### config.mk
export PLATFORM = sky130hd
export DESIGN_NAME = spike_arbiter
export DESIGN_NICKNAME = d
export VERILOG_FILES = /design/src/rtl/spike_pkg.sv /design/src/rtl/spike_prio_enc.sv /design/src/rtl/spike_arbiter.sv
export SDC_FILE = /design/constraint.sdc
export NUM_CORES = 1
export LEC_CHECK = 0
export ABC_AREA = 1
export CORE_MARGIN = 3
export CORE_UTILIZATION = 40
export DETAILED_ROUTE_END_ITERATION = 7
export PLACE_DENSITY = 0.68
export SLEW_MARGIN = 40
export SYNTH_ARGS = -nofsm -noshare
export SYNTH_HDL_FRONTEND = slang
export SYNTH_SLANG_ARGS = --single-unit
### constraint.sdc
create_clock -name clk -period 4.8 [get_ports clk]
set_input_delay 0.72 -clock clk [delete_from_list [all_inputs] [get_ports clk]]
set_output_delay 0.72 -clock clk [all_outputs]
set_load 0.01 [all_outputs]
### src/rtl/spike_pkg.sv
// spike_pkg -- shared definitions for the spike arbiter slice.
//   MODE_FIXED / MODE_RR : arbitration policy selectors for spike_arbiter.MODE
//   spike_state_t        : arbiter FSM state (IDLE = nothing offered, OFFER = event on address)
package spike_pkg;

    localparam int MODE_FIXED = 0;
    localparam int MODE_RR    = 1;

    typedef enum logic {
        ST_IDLE  = 1'b0,
        ST_OFFER = 1'b1
    } spike_state_t;

endpackage

### src/rtl/spike_prio_enc.sv
// spike_prio_enc -- combinational wrapped first-set finder.
//   vec   : candidate vector, N_CH bits
//   start : index where the search begins (0 gives a plain lowest-index search)
//   found : at least one bit of vec is set
//   index : first set bit at or above start, wrapping through N_CH-1 back to 0
module spike_prio_enc #(
    parameter  int N_CH   = 16,
    localparam int ADDR_W = $clog2(N_CH)
) (
    input  logic [N_CH-1:0]   vec,
    input  logic [ADDR_W-1:0] start,
    output logic              found,
    output logic [ADDR_W-1:0] index
);

    // One spare bit so start + offset cannot overflow before the wrap.
    logic [ADDR_W:0] pos;

    always_comb begin
        found = 1'b0;
        index = '0;
        pos   = '0;
        for (int i = 0; i < N_CH; i++) begin
            pos = {1'b0, start} + (ADDR_W + 1)'(i);
            if (pos >= (ADDR_W + 1)'(N_CH)) begin
                pos = pos - (ADDR_W + 1)'(N_CH);
            end
            if (!found && vec[pos[ADDR_W-1:0]]) begin
                found = 1'b1;
                index = pos[ADDR_W-1:0];
            end
        end
    end

endmodule

### src/rtl/spike_arbiter.sv
// spike_arbiter -- collects single-cycle spike events from N_CH channels and
// serialises them onto one address-event output.
//   clk, rst   : rising-edge clock, asynchronous active-high reset
//   spikes_in  : per-channel event strobes (one event per high cycle)
//   ack_in     : downstream takes the offered event this cycle
//   spike_out  : registered valid, an event is offered on address
//   address    : registered channel index of the offered event
//   acks_out   : registered one-hot acknowledge, one cycle after each handshake
//   ovf_out    : registered pulse, an event merged into an already pending one
//
// Handshake: an event transfers on every rising edge where spike_out and
// ack_in are both high. While spike_out is high and ack_in is low, address
// and spike_out hold unchanged. ack_in is ignored while spike_out is low.
module spike_arbiter
    import spike_pkg::*;
#(
    parameter  int N_CH   = 16,
    parameter  int MODE   = MODE_RR,
    localparam int ADDR_W = $clog2(N_CH)
) (
    input  logic              clk,
    input  logic              rst,
    input  logic [N_CH-1:0]   spikes_in,
    input  logic              ack_in,
    output logic              spike_out,
    output logic [ADDR_W-1:0] address,
    output logic [N_CH-1:0]   acks_out,
    output logic              ovf_out
);

    spike_state_t      state;
    logic [N_CH-1:0]   pend;
    logic [N_CH-1:0]   clr;
    logic [N_CH-1:0]   cand;
    logic [ADDR_W-1:0] ptr;
    logic [ADDR_W-1:0] ptr_next;
    logic [ADDR_W-1:0] start;
    logic [ADDR_W-1:0] win;
    logic              found;
    logic              handshake;

    assign handshake = (state == ST_OFFER) && ack_in;
    assign clr       = handshake ? (N_CH'(1) << address) : '0;

    // In IDLE clr is zero, so cand is simply the pending vector; in OFFER
    // after a handshake it excludes the channel just served.
    assign cand      = pend & ~clr;

    assign ptr_next  = (address == ADDR_W'(N_CH - 1)) ? '0 : address + 1'b1;

    // The search after a handshake must already use the advanced pointer,
    // otherwise back-to-back grants would start from the stale position.
    assign start     = (MODE == MODE_RR) ? (handshake ? ptr_next : ptr) : '0;

    spike_prio_enc #(
        .N_CH (N_CH)
    ) u_enc (
        .vec   (cand),
        .start (start),
        .found (found),
        .index (win)
    );

    always_ff @(posedge clk or posedge rst) begin
        if (rst) begin
            state     <= ST_IDLE;
            pend      <= '0;
            ptr       <= '0;
            spike_out <= 1'b0;
            address   <= '0;
            acks_out  <= '0;
            ovf_out   <= 1'b0;
        end else begin
            // A strobe landing on a bit cleared this cycle is a fresh event;
            // only a strobe on a bit that stays pending is lost.
            pend     <= cand | spikes_in;
            acks_out <= clr;
            ovf_out  <= |(spikes_in & cand);

            if (handshake) begin
                ptr <= ptr_next;
            end

            case (state)
                ST_IDLE: begin
                    if (found) begin
                        address   <= win;
                        spike_out <= 1'b1;
                        state     <= ST_OFFER;
                    end
                end
                ST_OFFER: begin
                    if (ack_in) begin
                        if (found) begin
                            address <= win;
                        end else begin
                            spike_out <= 1'b0;
                            state     <= ST_IDLE;
                        end
                    end
                end
                default: begin
                    spike_out <= 1'b0;
                    state     <= ST_IDLE;
                end
            endcase
        end
    end

endmodule

==> metrics.md, run 1 <==
| Metric | Value |
|---|---|
| CTS tree | `built` |
| Vias in the first global route | `3919` |
| Synthesized area | `3920 um^2` |
| Post-DR wirelength/cell | `15.5 um` |
| CTS Buf Count | `5` |
| Gpl congestion | `0.941` |
| HP Class | `reg2reg` |
| RSZ-0062 raised after global routing | `false` |
| Pins Over Slew Limit | `0` |
| Worst slew margin | `0.632` |
| Remaining antenna violation count | `0` |
| Final period utilization | `0.878` |
| #FFs+latches synth | `43` |
| Final Net Count | `683` |
| Syn Inst Count | `602` |
| Clk root buf | `clkbuf_8` |
| Largest net degree at the start of global routing | `44` |
| Crit start category | `input pin` |
| # hold bufs at CTS | `0` |
| Setup WS pre-CTS | `0.330 ns` |
| Minimum clock period after layout | `4.21 ns` |
| Setup Crit Path Kind | `in2reg` |
| Drt total wl | `12100 um` |
| Crit end category | `register` |
| Clk_lat worst skew | `0.30 ns` |
| Ys async rst share | `1.00` |
| Post-DP HPWL | `9810 um` |
| Via count | `4102` |
| Row count | `35` |
| Share of cells above drive strength 1 | `0.112` |
| Maximum vdd drop | `0.000379 V` |
| Via density | `5.27` |
| Post-route clock skew | `0.00771 ns` |
| Post-Synthesis Mean Instance Area | `6.51 um^2` |
| CTS H-tree lvls | `2` |
| Die height | `105 um` |
| Clk pin slew, worst setup/hold paths | `0.09 ns` |
| Post-synth EDFFs | `0` |
| Syn_nets | `635` |
| Total negative slack | `0 ns` |
| Global-route wire length before repair | `19900 um` |
| 1st-pass router iterations | `6` |
| Sequential area share after synthesis | `0.275` |
| Endpoints failing setup | `0` |
| Setup Buffers After CTS | `0` |
| CTS Sinks | `43` |
| Hold Violations, Final | `0` |
| Max Root-Sink Buffers | `2` |
| DRT iter0 DRCs | `434` |
| GRT Util Overall | `0.225` |
| Area Growth Syn to Fin | `16.9%` |
| Core Region | `9370 um^2` |
| Grt ovf | `0` |
| Top_reg_cell synth | `dfrtp_1` |
| Post-CTS sizing | `0` |
| # DRC | `0` |
| Worst slew pin tran | `0.551 ns` |
| Die W | `105 um` |
| Static Leak | `0.00238 uW` |
| CP required | `5.04 ns` |
| Setup ws final | `0.588 ns` |
| Starting Density | `0.418` |
| PortBufs | `40` |
| Distinct cells, synth | `40` |
| Initial antenna violation count | `0` |
| PwrDens | `736 nW/um^2` |
| Synth warn | `0` |
| I/O Pins | `41` |
| Crit-path max FO | `8` |
| Max Freq | `0.237 GHz` |
| Max_cap viols | `0` |
| Status | `finished, final reports clean` |
| N_diodes | `0` |
| Die area | `11000 um^2` |
| Data arrival time of the critical path | `4.45 ns` |
[final timing paths]
kind	startpoint	to	slack, ns	depth (start not counted)
max	ack_in	address[2]	0.59	24
min	pend[2]	pend[2]	0.52	2
max reg2reg	address[0]	address[2]	0.87	23
min reg2reg	pend[2]	pend[2]	0.52	2
max in group asynchronous	rst	pend[15]	3.62	2
min in group asynchronous	rst	acks_out[10]	0.82	2
[routing by layer]
metal | track usage | up-vias | routed length [um]
li1 | - | 2017 | -
met1 | 0.293 | 1897 | 5220
met2 | 0.379 | 165 | 5660
met3 | 0.0389 | 23 | 897
met4 | 0.0703 | 0 | 332
met5 | 0 | - | 0
[cell usage after synthesis (3+ instances only)]
library cell	instances	area share
a21oi_1	4	0.0051
buf_2	5	0.0064
buf_4	5	0.0096
dfrtp_1	43	0.27
ha_1	14	0.045
inv_1	86	0.082
inv_2	6	0.0057
nand2_1	184	0.18
nand2_2	11	0.018
nand3_1	94	0.12
nand3_2	7	0.018
nand3_4	3	0.013
nand3b_1	3	0.0057
nand4_1	12	0.019
nand4_4	3	0.016
nor2_1	52	0.050
nor2_4	3	0.0086
nor3_1	4	0.0051
o21a_1	4	0.0077
o21ai_0	12	0.015
o21ai_1	6	0.0077
o22ai_1	3	0.0048
or2_2	8	0.013
xor2_1	4	0.0089
[state kept, by name (all words and copies together) (netlist names)]
register / cells
acks_out: 16
address: 4
ovf_out: 1
pend: 16
ptr: 4
spike_out: 1
state: 1
[cell families (layout without fill, tap and decap cells)]
| logic type | Yosys count | in the layout | synth area share |
|---|---|---|---|
| fa+ha+maj | 14 | 14 | 0.0447 |
| simple gates | 394 | 394 | 0.492 |
| flops | 43 | 43 | 0.275 |
| compound gates | 40 | 40 | 0.0648 |
| xor+xnor | 6 | 6 | 0.0134 |
| buf+inv | 105 | 153 | 0.111 |
[final cells by class]
cell class / count / area [um^2]
timing repair buffer: 54 / 505
clock buffer: 5 / 68.8
sequential: 43 / 1080
tap: 129 / 161
inverter: 92 / 348
multi-input combinational: 454 / 2410
clock inverter: 2 / 13.8
fill: 1015 / 4790
[metrics by stage]
stage	area, um^2	cells	total power (uW)	utilization	hold slack, ns
final	4580	779	3370	0.489	0.525
after global routing	4580	779	3700	0.489	0.549
after CTS	4580	779	3330	0.489	0.527
after detailed placement	4500	772	3090	0.480	0.506
after global placement	4500	772	3070	0.480	0.485
after floorplan	3920	602	2340	-	0.467
[power breakdown]
group          switching (uW)  internal (uW)  total, uW  leakage [uW]
logic                    1870            810       2680       0.00184
clock network             128           99.7        228     0.0000440
registers                46.5            415        462      0.000497
total                    2050           1330       3370       0.00238
[placed cells by master (no fill, tap or decap), types with 4 or more instances in the layout]
cell type / instances
inv_1: 85
nand2_2: 11
nand4_1: 12
buf_4: 14
xor2_1: 4
ha_1: 14
nand3_1: 94
or2_2: 8
inv_2: 6
o21a_1: 4
clkdlybuf4s50_1: 40
nand3_2: 7
dfrtp_1: 43
clkbuf_8: 5
o21ai_0: 12
nand2_1: 184
nor3_1: 4
nor2_1: 52
o21ai_1: 6
a21oi_1: 4
[critical path: stages]
cell and delay, ns:
clkdlybuf4s50_1 0.53, nand2_2 0.18, inv_1 0.17, nand2_1 0.08
nand2_2 0.15, inv_1 0.11, buf_4 0.19, ha_1 0.40
inv_1 0.17, nand3_1 0.17, nand3_1 0.10, nand2_2 0.18
nand4_4 0.13, nor2_4 0.17, nand4_4 0.11, nor3_1 0.34
inv_1 0.10, nor2_1 0.12, nor2_1 0.06, nand3_1 0.06
nor2_1 0.05, nand2_1 0.06, nand2_1 0.05, nand2_1 0.06
Note: power is estimated with default switching activity, not from simulation.
==> inputs of run 2 (changes only) <==
Settings changed: CORE_MARGIN 3 to 8.
Clock period 4.8 ns to 5 ns, I/O delays scaled along.
==> run 2 against run 1 <==
Net effect: global-route usage shrank 3.9 points; register-to-register slack lost 0.02 ns; setup slack improved by 0.012 ns; critical path depth is the same; worst hold slack got worse by 0.0063 ns; via count down 1.6%; die area rose by 20%; count of clock-buffer cells in the layout up 1; largest power group unchanged; non-clock buffer count is 2 lower; clock power is 7% higher; utilization decreased by 1.3 points; final cell count grew 0.39%.
==> metrics.md, run 2 (synthesis results as in run 1) <==
| Metric | Value |
|---|---|
| Status | `finished, final reports clean (unchanged)` |
| CP required | `5.24 ns (was 5.04 ns)` |
| Hold Violations, Final | `0 (unchanged)` |
| Cell family with most CP delay | `simple AND/OR/NAND/NOR gates (unchanged)` |
| Clk_lat worst skew | `0.30 ns (about the same)` |
| Row count | `36 (was 35)` |
| Max Freq | `0.227 GHz` |
| Post-route cell area | `4590 um^2 (was 4580 um^2)` |
| I/O Pins | `41 (unchanged)` |
| Area Growth Syn to Fin | `17.0% (was 16.9%)` |
| Core Region | `9640 um^2 (was 9370 um^2)` |
| N_diodes | `0 (unchanged)` |
| Worst slew pin tran | `0.648 ns (was 0.551 ns)` |
| Design Power | `3220 uW (was 3370 uW)` |
| Post-route clock skew | `0.00394 ns (was 0.00771 ns)` |
| Maximum vdd drop | `0.000446 V (was 0.000379 V)` |
| Largest net degree at the start of global routing | `44 (unchanged)` |
| Grt ovf | `0 (unchanged)` |
| Clk pin slew, worst setup/hold paths | `0.08 ns (was 0.09 ns)` |
| Gpl congestion | `1.02 (was 0.941)` |
| Static Leak | `0.00238 uW (about the same)` |
| CTS Sinks | `43 (unchanged)` |
| Die area | `13200 um^2 (was 11000 um^2)` |
| Setup ws final | `0.600 ns (was 0.588 ns)` |
| CP Capture Point | `address[1] (was address[2])` |
| Cells on worst reg2reg path | `25 (was 23)` |
| Pins Over Slew Limit | `0 (unchanged)` |
| Crit-path max FO | `9 (was 8)` |
| Crit end category | `register (unchanged)` |
| Remaining antenna violation count | `0 (unchanged)` |
| PortBufs | `40 (unchanged)` |
| Share of cells above drive strength 1 | `0.109 (was 0.112)` |
| Worst path slowest cell | `clkdlybuf4s50_1 (unchanged)` |
| Post-DR wirelength/cell | `15.3 um (was 15.5 um)` |
| Stages on worst setup path | `24 (unchanged)` |
| Die height | `115 um (was 105 um)` |
| DRT iter0 DRCs | `370 (was 434)` |
| Via count | `4038 (was 4102)` |
| Worst reg2reg path startpoint | `address[0] (unchanged)` |
| Starting Density | `0.407 (was 0.418)` |
| Setup Crit Path Kind | `in2reg (unchanged)` |
| RSZ-0062 raised after global routing | `false (unchanged)` |
| Setup Buffers After CTS | `0 (unchanged)` |
| PwrDens | `703 nW/um^2 (was 736 nW/um^2)` |
| 1st-pass router iterations | `7 (was 6)` |
| Max incr delay on CP | `0.54 ns (was 0.53 ns)` |
| Most frequent cells in the layout | `nand2_1 (184), nand3_1 (94), inv_1 (85), nor2_1 (52), dfrtp_1 (43) (unchanged)` |
| Data arrival time of the critical path | `4.64 ns (was 4.45 ns)` |
| # DRC | `0 (unchanged)` |
| Drt total wl | `12000 um (was 12100 um)` |
| HP Class | `reg2reg (unchanged)` |
| Hold path startpoint | `spike_out (was pend[2])` |
| Via density | `5.16 (was 5.27)` |
| Worst reg-to-reg setup slack | `0.85 ns (was 0.87 ns)` |
| Initial antenna violation count | `0 (unchanged)` |
| GRT Util Overall | `0.186 (was 0.225)` |
| Worst slew margin | `0.566 (was 0.632)` |
| Vias in the first global route | `3828 (was 3919)` |
| Critical-path cell list | `clkdlybuf4s50_1, nand2_2, buf_4, nor2_2, a21oi_4, ha_1, inv_1, nand3_1, nand3_1, nand3_1, nand2_2, nor2_8, nand4_4, nor2_4, nand4_4, nor2_4, nand4_4, nor2_2, inv_2, nor2_1, nor2_1, nand2_1, nand2_1, nand2_1 (was clkdlybuf4s50_1, nand2_2, inv_1, nand2_1, nand2_2, inv_1, buf_4, ha_1, inv_1, nand3_1, nand3_1, nand2_2, nand4_4, nor2_4, nand4_4, nor3_1, inv_1, nor2_1, nor2_1, nand3_1, nor2_1, nand2_1, nand2_1, nand2_1)` |
| Crit start category | `input pin (unchanged)` |
| Final Net Count | `681 (was 683)` |
| CTS tree | `built (unchanged)` |
| Global-route wire length before repair | `19500 um (was 19900 um)` |
| CTS Buf Count | `5 (unchanged)` |
| Final period utilization | `0.880` |
| Crit path from | `ack_in (unchanged)` |
| Max_cap viols | `0 (unchanged)` |
| Total negative slack | `0 ns (unchanged)` |
| Die W | `115 um (was 105 um)` |
| Reg2reg end | `address[1] (was address[2])` |
| Post-DP HPWL | `9610 um (was 9810 um)` |
| Max Root-Sink Buffers | `2 (unchanged)` |
| DP Area | `4490 um^2 (was 4500 um^2)` |
| Post-CTS sizing | `0 (unchanged)` |
| Clk root buf | `clkbuf_8 (unchanged)` |
| # hold bufs at CTS | `0 (unchanged)` |
| WP buf/inv | `4 (was 6)` |
| Minimum clock period after layout | `4.40 ns` |
| CTS H-tree lvls | `2 (unchanged)` |
| Commonest non-fill, non-tap cell in the layout | `nand2_1 (unchanged)` |
| Setup WS pre-CTS | `0.338 ns (was 0.330 ns)` |
| Regs by FF count | `acks_out: 16 flops, pend: 16 flops (unchanged)` |
| Endpoints failing setup | `0 (unchanged)` |
-- run 2: changes by cell type in the layout (fill, tap and decap cells not counted), sizes merged --
cell and change:
inv -1, clkinvlp +1, clkbuf +1, buf -2
-- run 2: report_power, final --
group | switching [uW] | total (uW) | leakage (uW) | internal [uW]
Sequential | 45.2 | 444 | 0.000497 | 398
Combinational | 1780 | 2540 | 0.00183 | 755
Clock | 130 | 243 | 0.0000474 | 113
Total | 1960 | 3220 | 0.00238 | 1270
-- run 2: per-layer routing --
layer  vias up  share of wire  routed length [um]  GRT usage
li1       2004              -                   -          -
met5         -              0                   0          0
met3         8          0.059                 704     0.0168
met4         0         0.0076                  91     0.0447
met1      1900           0.45                5430      0.248
met2       126           0.48                5740      0.317
-- run 2: how the worst min path moves through the flow --
stage	to	slack [ns]	cells past startpoint
after floorplan	pend[2]	0.47	2
after global placement	pend[2]	0.49	2
after detailed placement	spike_out	0.51	2
after CTS	spike_out	0.53	2
after global routing	spike_out	0.55	2
final	spike_out	0.52	2
-- run 2: layout make-up --
class	instances	area, um^2
multi-input combinational	454	2410
fill	1019	5050
clock inverter	2	16.3
sequential	43	1080
clock buffer	6	82.6
tap	133	166
inverter	92	345
timing repair buffer	52	490
-- run 2: per-stage QoR --
step | cells | hold slack, ns | util
after floorplan | 602 | 0.467 | -
after global placement | 774 | 0.490 | 0.465
after detailed placement | 774 | 0.512 | 0.465
after CTS | 782 | 0.531 | 0.476
after global routing | 782 | 0.549 | 0.476
final | 782 | 0.519 | 0.476
-- run 2: worst min-delay path, cell delays in order (launching register included) --
cell	delay, ns
dfrtp_1	0.38
o21ai_1	0.07
inv_1	0.04
==> inputs of run 3 (changes only) <==
Settings changed: CORE_UTILIZATION 40 to 25, PLACE_DENSITY 0.68 to 0.5.
==> run 3 against run 2 <==
Net effect: fmax rose by 0.38%; die area rose by 51%; final cell count up 11%; global-route usage shrank 5.5 points; combinational power is 4% higher; sequential cell count unchanged; utilization fell by 16 points; final area is 5.2% higher; critical endpoint is now address[0]; highest routed layer unchanged.
==> metrics.md, run 3 (synthesis results as in run 1) <==
| Metric | Value |
|---|---|
| Via density | `4.61 (was 5.16)` |
| Regs by FF count | `acks_out: 16 flops, pend: 16 flops (unchanged)` |
| Hold Violations, Final | `0 (unchanged)` |
| HP Class | `reg2reg (unchanged)` |
| Data arrival time of the critical path | `4.56 ns (was 4.64 ns)` |
| # hold bufs at CTS | `0 (unchanged)` |
| CTS H-tree lvls | `2 (unchanged)` |
| Starting Density | `0.257 (was 0.407)` |
| Clk_lat worst skew | `0.29 ns (was 0.30 ns)` |
| CP required | `5.17 ns (was 5.24 ns)` |
| Final period utilization | `0.877 (was 0.880)` |
| Max incr delay on CP | `0.52 ns (was 0.54 ns)` |
| Critical-path cell list | `clkdlybuf4s50_1, nand2_2, buf_4, nor2_2, a21oi_4, ha_1, inv_1, nand3_1, nand3_1, nand3_1, nand2_2, nor2_8, nand4_4, nor2_4, nand4_4, nor2_4, nand4_4, nor2_8, nand3_4, nand2_4, nand3b_1, nand2_1 (was clkdlybuf4s50_1, nand2_2, buf_4, nor2_2, a21oi_4, ha_1, inv_1, nand3_1, nand3_1, nand3_1, nand2_2, nor2_8, nand4_4, nor2_4, nand4_4, nor2_4, nand4_4, nor2_2, inv_2, nor2_1, nor2_1, nand2_1, nand2_1, nand2_1)` |
| Setup Buffers After CTS | `0 (unchanged)` |
| Commonest non-fill, non-tap cell in the layout | `nand2_1 (unchanged)` |
| Final core occ | `0.316 (was 0.476)` |
| Area of the multi-input gates | `2410 um^2 (unchanged)` |
| CTS Sinks | `43 (unchanged)` |
| Static Leak | `0.00246 uW (was 0.00238 uW)` |
| Final Net Count | `689 (was 681)` |
| Minimum clock period after layout | `4.38 ns (was 4.40 ns)` |
| Largest net degree at the start of global routing | `44 (unchanged)` |
| Max Freq | `0.228 GHz (was 0.227 GHz)` |
| Post-DR wirelength/cell | `14.7 um (was 15.3 um)` |
| Max_cap viols | `0 (unchanged)` |
| Vias in the first global route | `4042 (was 3828)` |
| Die area | `19900 um^2 (was 13200 um^2)` |
| Most frequent cells in the layout | `nand2_1 (184), nand3_1 (94), inv_1 (85), nor2_1 (52), dfrtp_1 (43) (unchanged)` |
| CTS tree | `built (unchanged)` |
| PwrDens | `718 nW/um^2 (was 703 nW/um^2)` |
| RSZ-0062 raised after global routing | `false (unchanged)` |
| Drt total wl | `12800 um (was 12000 um)` |
| I/O Pins | `41 (unchanged)` |
| 1st-pass router iterations | `7 (unchanged)` |
| Pins Over Slew Limit | `0 (unchanged)` |
| Post-CTS sizing | `0 (unchanged)` |
| PortBufs | `40 (unchanged)` |
| Core Region | `15300 um^2 (was 9640 um^2)` |
| Total negative slack | `0 ns (unchanged)` |
| Placed insts | `860 (was 774)` |
| Clk pin slew, worst setup/hold paths | `0.06 ns (was 0.08 ns)` |
| Worst slew margin | `0.638 (was 0.566)` |
| Die height | `141 um (was 115 um)` |
| Grt ovf | `0 (unchanged)` |
| Via count | `4003 (was 4038)` |
| Share of cells above drive strength 1 | `0.122 (was 0.109)` |
| Global-route wire length before repair | `20900 um (was 19500 um)` |
| Row count | `45 (was 36)` |
| GRT Util Overall | `0.132 (was 0.186)` |
| Maximum vdd drop | `0.000236 V (was 0.000446 V)` |
| Non-filler instance count after layout | `868 (was 782)` |
| Post-route clock skew | `0.00543 ns (was 0.00394 ns)` |
| Setup Crit Path Kind | `in2reg (unchanged)` |
| CTS Buf Count | `5 (unchanged)` |
| Worst slew pin tran | `0.542 ns (was 0.648 ns)` |
| # DRC | `0 (unchanged)` |
| Die W | `141 um (was 115 um)` |
| Layout fillers | `1673 (was 1019)` |
| Initial antenna violation count | `0 (unchanged)` |
| Status | `finished, final reports clean (unchanged)` |
| Setup ws final | `0.617 ns (was 0.600 ns)` |
| N_diodes | `0 (unchanged)` |
| Worst path slowest cell | `clkdlybuf4s50_1 (unchanged)` |
| Endpoints failing setup | `0 (unchanged)` |
| Setup WS pre-CTS | `0.346 ns (was 0.338 ns)` |
| Max Root-Sink Buffers | `2 (unchanged)` |
| DRT iter0 DRCs | `248 (was 370)` |
| Crit start category | `input pin (unchanged)` |
| Post-DP HPWL | `10500 um (was 9610 um)` |
| Clk root buf | `clkbuf_16 (was clkbuf_8)` |
| Crit-path max FO | `10 (was 9)` |
| Crit end category | `register (unchanged)` |
| Gpl congestion | `0.913 (was 1.02)` |
| Seq. cell area | `1080 um^2 (unchanged)` |
| Area Growth Syn to Fin | `23.1% (was 17.0%)` |
| Remaining antenna violation count | `0 (unchanged)` |
run 3: path summary, 6_finish.rpt:
path	startpoint	end	slack (ns)	cells past startpoint
min in group asynchronous	rst	acks_out[6]	0.88	2
max in group asynchronous	rst	ptr[2]	3.75	2
worst max register to register	address[0]	address[0]	1.01	24
worst min-delay path	spike_out	spike_out	0.51	2
worst min register to register	spike_out	spike_out	0.51	2
worst max-delay path	ack_in	address[0]	0.62	22
run 3: report_power, final:
group	internal, uW	total (uW)	leakage, uW	switching (uW)
Combinational	808	2640	0.00187	1830
Clock	251	392	0.0000875	140
Sequential	399	433	0.000497	33.5
Total	1460	3460	0.00246	2000
run 3: per-layer routing:
layer  global-route usage  up-vias  share of wire
met5                    0        -              0
met4               0.0667        0          0.035
met3               0.0199       28          0.052
met2                0.217      114           0.46
met1                0.164     1842           0.46
li1                     -     2019              -
run 3: layout make-up:
class | instances | share of cell area
Inverter | 92 | 0.0721
Sequential cell | 43 | 0.223
Multi-Input combinational cell | 454 | 0.499
Clock buffer | 6 | 0.0288
Clock inverter | 2 | 0.00804
Timing Repair Buffer | 60 | 0.114
Tap cell | 211 | 0.0547
run 3: worst max-delay path, delay by kind of cell:
family,cells,cell delay [ns]
AO/OA/AOI/OAI,1,0.08
adder cells (fa/ha/maj),1,0.47
buffers and inverters,3,0.90
AND/OR/NAND/NOR,17,2.35
run 3: stage by stage:
step                      instance area (um^2)  hold slack [ns]  power [uW]
after CTS                                 4820            0.518        3450
after floorplan                           3920            0.467        2250
after global placement                    4640            0.486        3050
after global routing                      4820            0.556        3800
after detailed placement                  4650            0.503        3040
final                                     4820            0.505        3460
